--- src/rtl/mux41_rr_sched.sv ---
// mux41_rr_sched: round-robin grant of a 4:1 bit mux with bounded hold and registered mux output
module mux41_rr_sched #(
  parameter int HOLD_MAX = 4
) (
  input  logic       clk,
  input  logic       rst,
  input  logic [3:0] req,
  input  logic [3:0] data,
  output logic [3:0] grant,
  output logic [1:0] key,
  output logic       busy,
  output logic       out,
  output logic       out_valid
);
  typedef enum logic {IDLE, GRANT} state_t;
  state_t st, st_n;
  logic [1:0] ptr, ptr_n, key_n, nk;
  logic [3:0] cnt, cnt_n, grant_n, oth;
  logic take;
  // first set bit of m, scanning upward from s with wrap
  function automatic logic [1:0] pick(input logic [3:0] m, input logic [1:0] s);
    logic [1:0] r, j;
    logic f;
    r = s;
    f = 1'b0;
    for (int i = 0; i < 4; i++) begin
      j = s + 2'(i);
      if (!f && m[j]) begin
        r = j;
        f = 1'b1;
      end
    end
    return r;
  endfunction
  assign oth = req & ~(4'b0001 << key);
  always_comb begin
    st_n = st;
    ptr_n = ptr;
    key_n = key;
    grant_n = grant;
    cnt_n = cnt;
    take = 1'b0;
    nk = key;
    if (st == IDLE) begin
      take = |req;
      nk = pick(req, ptr);
    end else if (!req[key] || (cnt == 4'(HOLD_MAX) && |oth)) begin
      take = |oth;
      nk = pick(oth, key + 2'd1);
      st_n = |oth ? GRANT : IDLE;
      grant_n = 4'b0000;
    end else
      cnt_n = cnt == 4'(HOLD_MAX) ? cnt : cnt + 4'd1;
    if (take) begin
      st_n = GRANT;
      key_n = nk;
      grant_n = 4'b0001 << nk;
      cnt_n = 4'd1;
      ptr_n = nk + 2'd1;
    end
  end
  always_ff @(posedge clk) begin
    if (rst) begin
      st <= IDLE;
      ptr <= 2'd0;
      cnt <= 4'd0;
      grant <= 4'b0000;
      key <= 2'd0;
      out <= 1'b0;
      out_valid <= 1'b0;
    end else begin
      st <= st_n;
      ptr <= ptr_n;
      cnt <= cnt_n;
      grant <= grant_n;
      key <= key_n;
      out <= |grant_n ? data[key_n] : out;
      out_valid <= |grant_n;
    end
  end
  assign busy = |grant;
endmodule

--- config.mk ---
export PLATFORM = sky130hd
export DESIGN_NAME = mux41_rr_sched
export DESIGN_NICKNAME = d
export VERILOG_FILES = /design/src/rtl/mux41_rr_sched.sv
export SDC_FILE = /design/constraint.sdc
export NUM_CORES = 1
export LEC_CHECK = 0
export BUFFER_PORTS_ARGS = -buffer_cell sky130_fd_sc_hd__buf_4
export CAP_MARGIN = 10
export CORE_ASPECT_RATIO = 1.5
export CORE_UTILIZATION = 37
export DETAILED_ROUTE_END_ITERATION = 12
export SLEW_MARGIN = 20
export SYNTH_ARGS = -nofsm -noshare
export SYNTH_HDL_FRONTEND = slang
export SYNTH_SLANG_ARGS = --single-unit
--- constraint.sdc ---
create_clock -name clk -period 11.2 [get_ports clk]
set_clock_uncertainty 0.2 [all_clocks]
set_input_delay 0.56 -clock clk [delete_from_list [all_inputs] [get_ports clk]]
set_output_delay 0.56 -clock clk [all_outputs]
set_load 0.02 [all_outputs]
**Word-level counts from Yosys, hierarchy flattened**

Cells that the tools add are included.

- Add/sub/neg operators: 9
- $lt $le $gt $ge: 10
- Equality and inequality tests: 3
- Shifts and indexed selects: 2
- Mux-type cells: 57
- Bitwise gates (word level): 4
- Reductions and logical operators: 23

Operator list:

| operator | number |
|---|---|
| $mux 1 | 35 |
| $lt 2x3->1 const B | 10 |
| $bmux 1 s2 | 10 |
| $mux 2 | 9 |
| $reduce_or 4->1 | 4 |
| $mux 4 | 3 |
| $add 2x1->2 const B | 4 |
| $add 2x2->2 const B | 4 |
| $shl 1x2->4 const A | 2 |
| $logic_and 1x1->1 | 7 |
| $logic_not 1->1 | 7 |
| $reduce_and 3->1 | 2 |
| $add 4x1->4 const B | 1 |
| $and 4x4->4 | 1 |
| $eq 4x3->1 const B | 1 |
| $ne 2x2->1 const B | 2 |
| $not 4->4 | 1 |
| $not 1->1 | 2 |
| $reduce_bool 2->1 | 1 |
| $reduce_or 2->1 | 1 |
| $logic_or 1x1->1 | 1 |

- Flip-flop bits (word level): 15
- Input port bits: 10
- Word-level logic and storage cells: 116

**Logic depth before layout (Yosys ltp)**

- Depth after elaboration: 26
- Gate-level depth with buffers: 15
- Gate-level depth less buffers: 14

**Worst setup path after synthesis**

No wires, ideal clock.

- Path kind: reg-to-reg
- Start point: register key[0]
- End point: register out
- Library setup time: 0.133 ns
- Data arrival time: 3.487 ns
- Data required time: 10.867 ns
- Slack: 7.381 ns
- Stages on the path, launching flop included: 16
- Buffers on the path: 1
- Period minus slack after synthesis: 3.819 ns
- Cells stage by stage: dfxtp_1 -> buf_2 -> inv_1 -> ha_1 -> nor2b_1 -> nor4_2 -> o21a_1 -> nor4b_1 -> or2_2 -> a21o_1 -> inv_1 -> ha_1 -> o41ai_1 -> a21oi_4 -> or3b_1 -> o221ai_1

- Longest elaborated chain between the ends: 26

RTL lines:

| element | line | source |
|---|---|---|
| start, declared | 10 | `output logic [1:0] key,` |
| start signal, assigned | 76 | `key <= key_n;` |
| branches (longest 26 deep; another with $add 2x1->2) | - |  |
| end signal, assigned | 77 | `out <= \|grant_n ? data[key_n] : out;` |
| end, declared | 12 | `output logic out,` |

Several ways; the timed one is not identified. The select of a mux whose other input is x is not followed.
A chain may end at the register's enable or synchronous reset.

**Final worst setup path**

Ends and elaborated chain as after synthesis.

==> metrics.log <==
[metrics] TritonCTS clock tree: built
[metrics] placement row count: 25
[metrics] count of state elements after synthesis: 15
[metrics] Worst Slack Setup Final: around 7100 ps
[metrics] Setup-failing EPs final: 0
[metrics] total I/O pin count: 19
[metrics] final weighted congestion in routability-driven placement: 0.823
[metrics] iteration-0 DRC count of the detailed router: 23
[metrics] Worst Max-Slew Pin Slew: 708 ps
[metrics] most common cell after layout, fill and taps aside: buf_4
[metrics] placed cell area: 1380 um^2
[metrics] static leakage: 0.584 nW
[metrics] wire length after detailed routing: 3020 um
[metrics] result of the run: finished, final reports clean
[metrics] final hold violation count: 0
[metrics] fraction of registers with async set/reset: 0%
[metrics] worst flop-to-flop path endpoint: out
[metrics] Via-to-Cell Ratio: 5.55
[metrics] die outline area: 3560 um^2
[metrics] total routing usage reported by global routing: 19.1%
[metrics] fin crit share: 36.6%
[metrics] unrepaired setup endpoints after global routing: no
[metrics] starting density of the core: between 30% and 40%
[metrics] class of the tightest hold or removal check: reg2reg
[metrics] dominant register cell in the synthesized netlist: dfxtp_1
[metrics] die height: 72.6 um
[metrics] Final #Nets: ~190
[metrics] CTS Root Cell: clkbuf_8
[metrics] first-pass GRT wire length: 5330 um
[metrics] Gates resized, CTS repair: 0
[metrics] dpl hpwl: roughly 2500 um
[metrics] Worst Path Class, Setup: reg2reg
[metrics] CP max FO: 11
[metrics] number of CTS-inserted buffers: 3
[metrics] Max transition margin: 52.2%
[metrics] post-DR wirelength/cell: roughly 15 um
[metrics] data required time at the worst endpoint: 11130 ps
[metrics] TNS Setup: 0 ps
[metrics] CP max stage delay: 700 ps
[metrics] Antenna diodes: 0
[metrics] Mapped Cells: approximately 150
[metrics] total power per unit cell area: 184 nW/um^2
[metrics] fraction of final layout cells with drive strength greater than 1: about 20%
[metrics] area of all placed cells without fillers: 1430 um^2
[metrics] f_max: 244 MHz
[metrics] final critical path time including I/O delays and setup: 4100 ps
[metrics] kind of end point of the critical path: register
[metrics] placed instance count: 203
[metrics] Die Wd: 49.1 um
[metrics] slowest CP cell: o41ai_1
[metrics] post-synthesis instance area: 1230 um^2
[metrics] total via count in the routed design: 1148
[metrics] maximum level of the CTS H-tree: 1
[metrics] data arrival time of the critical path: 4030 ps
[metrics] number of global-route vias before repair: 1225
[metrics] hold bufs inserted after CTS: 0
[metrics] number of enable-type register cells in the synthesized netlist: 0
[metrics] last element of the critical path: out
[metrics] worst r2r path cells: 14
[metrics] DR DRC count: 0
[metrics] total congestion overflow after global routing: 0
[metrics] Mapped Avg Cell Area: 8.15 um^2
[metrics] post-route ant nets: 0
[metrics] critical path, cell by cell: inv_1 -> ha_1 -> nor2b_1 -> nor4_2 -> o21a_1 -> nor4b_1 -> or2_2 -> a21o_1 -> inv_1 -> ha_1 -> o41ai_1 -> a21oi_4 -> or3b_1 -> o221ai_1
[metrics] worst vdd rail ir drop: 152 uV
[metrics] worst slack after detailed placement: 7070 ps
[metrics] max cap viols: 0
[metrics] number of sinks on the clock net: 15
[metrics] number of standard cells in the layout, taps in and fillers out: 207
[metrics] clock-pin slew reported for the worst setup and hold paths after clock tree synthesis: 60 ps
[metrics] antenna violations before repair: 0
[metrics] clk_lat worst skew: 250 ps
[metrics] number of max-slew violations in the final report: 0
[metrics] worst reg2reg setup slack: 7100 ps
[metrics] Core Box Area: 3160 um^2
[metrics] layout overhead on the synthesized area: 16.2%
[metrics] synthesized net count: about 170
[metrics] 1st-pass router iterations: 4
[metrics] worst setup path start: key[0]
[metrics] startpoint class of the critical path: register
[metrics] r2r startpoint: key[0]
[metrics] sequential element share of the synthesized area: 24.4%
[metrics] worst hold margin: between 200 and 300 ps
[metrics] Setup Buffers After CTS: 0
[metrics] largest net degree at the start of global routing: 16
[metrics] number of buffers added on ports: 18
[metrics] Distinct cells, synth: 52
[metrics] count of synthesis-stage warnings from yosys: 0
[metrics] most frequent cells in the layout: buf_4 (18), nand2_1 (16), dfxtp_1 (15)
[metrics] maximum root-to-sink buffer count: 2
==> state kept, by name, indices dropped and copies added (netlist names) <==
name       cells
out            1
cnt            4
key            2
grant          4
out_valid      1
ptr            2
st             1
==> through the flow <==
| step | utilization, % | power, mW |
|---|---|---|
| after floorplan | - | 0.181 |
| after global routing | 45.2 | 0.283 |
| final | 45.2 | 0.263 |
| after global placement | 43.8 | 0.219 |
| after detailed placement | 43.8 | 0.221 |
| after CTS | 45.2 | 0.265 |
==> layout make-up <==
| class | instances | area [um^2] |
|---|---|---|
| Fill cell | 326 | 1730 |
| Multi-Input combinational cell | 122 | 868 |
| Clock buffer | 4 | 45.0 |
| Sequential cell | 15 | 300 |
| Timing Repair Buffer | 18 | 135 |
| Tap cell | 40 | 50.0 |
| Inverter | 8 | 30.0 |
==> worst min-delay path by stage <==
stage,from,endpoint,slack [ps],depth (start not counted)
3_3_place_gp,grant[3],grant[3],270,2
5_1_grt,grant[0],grant[0],320,2
4_1_cts,grant[3],grant[3],280,2
2_1_floorplan,ptr[1],ptr[1],280,2
6_report,grant[3],grant[3],280,2
3_5_place_dp,grant[3],grant[3],270,2
==> Yosys cell counts, types with 2 or more instances <==
cell type / instances / share of area (%)
inv_1: 8 / 2.4
nor2b_1: 6 / 3.1
nand3_1: 3 / 1.2
xor2_1: 2 / 1.4
o21ai_0: 5 / 2.0
nor3_1: 7 / 2.8
clkbuf_1: 4 / 1.2
nor2_1: 14 / 4.3
nand3b_1: 2 / 1.2
nand4_1: 3 / 1.5
ha_1: 10 / 10
a21oi_1: 11 / 4.5
dfxtp_1: 15 / 24
o22ai_1: 2 / 1.0
nand2b_1: 3 / 1.5
nor4_1: 2 / 1.0
nand2_1: 16 / 4.9
a31o_2: 2 / 1.4
mux2i_1: 3 / 2.4
==> metal layers <==
layer  part of all wire (%)  vias to the layer above  track usage, %
li1                       -                      582               -
met1                     42                      529            21.0
met2                     52                       25            35.6
met3                    1.9                       12            1.67
met4                    3.9                        0            10.5
met5                      0                        -               0
==> worst max-delay path, delay by kind of cell (launching register included) <==
kind / cells / cell delay, ps
DFF: 1 / 560
AOI/OAI and AO/OA: 5 / 1310
adders and majority gates: 2 / 460
buffers and inverters: 2 / 250
and+or+nand+nor: 5 / 1200
==> kinds of logic after synthesis <==
logic type                 count (synthesis)  synth area share (%)
AOI/OAI and AO/OA                         37                  23.8
adders and majority gates                 10                  10.2
DFF                                       15                  24.4
buffers and inverters                     14                  4.98
muxes                                      4                  4.27
xor gates and xnor gates                   2                  1.42
and+or+nand+nor                           69                  30.9
==> report_power, final <==
group          leakage (nW)  switching, mW  total (mW)  internal (mW)
clock network        0.0228         0.0183      0.0435         0.0252
logic                 0.438         0.0833       0.143         0.0599
registers             0.123         0.0120      0.0763         0.0643
total                 0.584          0.114       0.263          0.149
(Power assumes the default switching activity.)
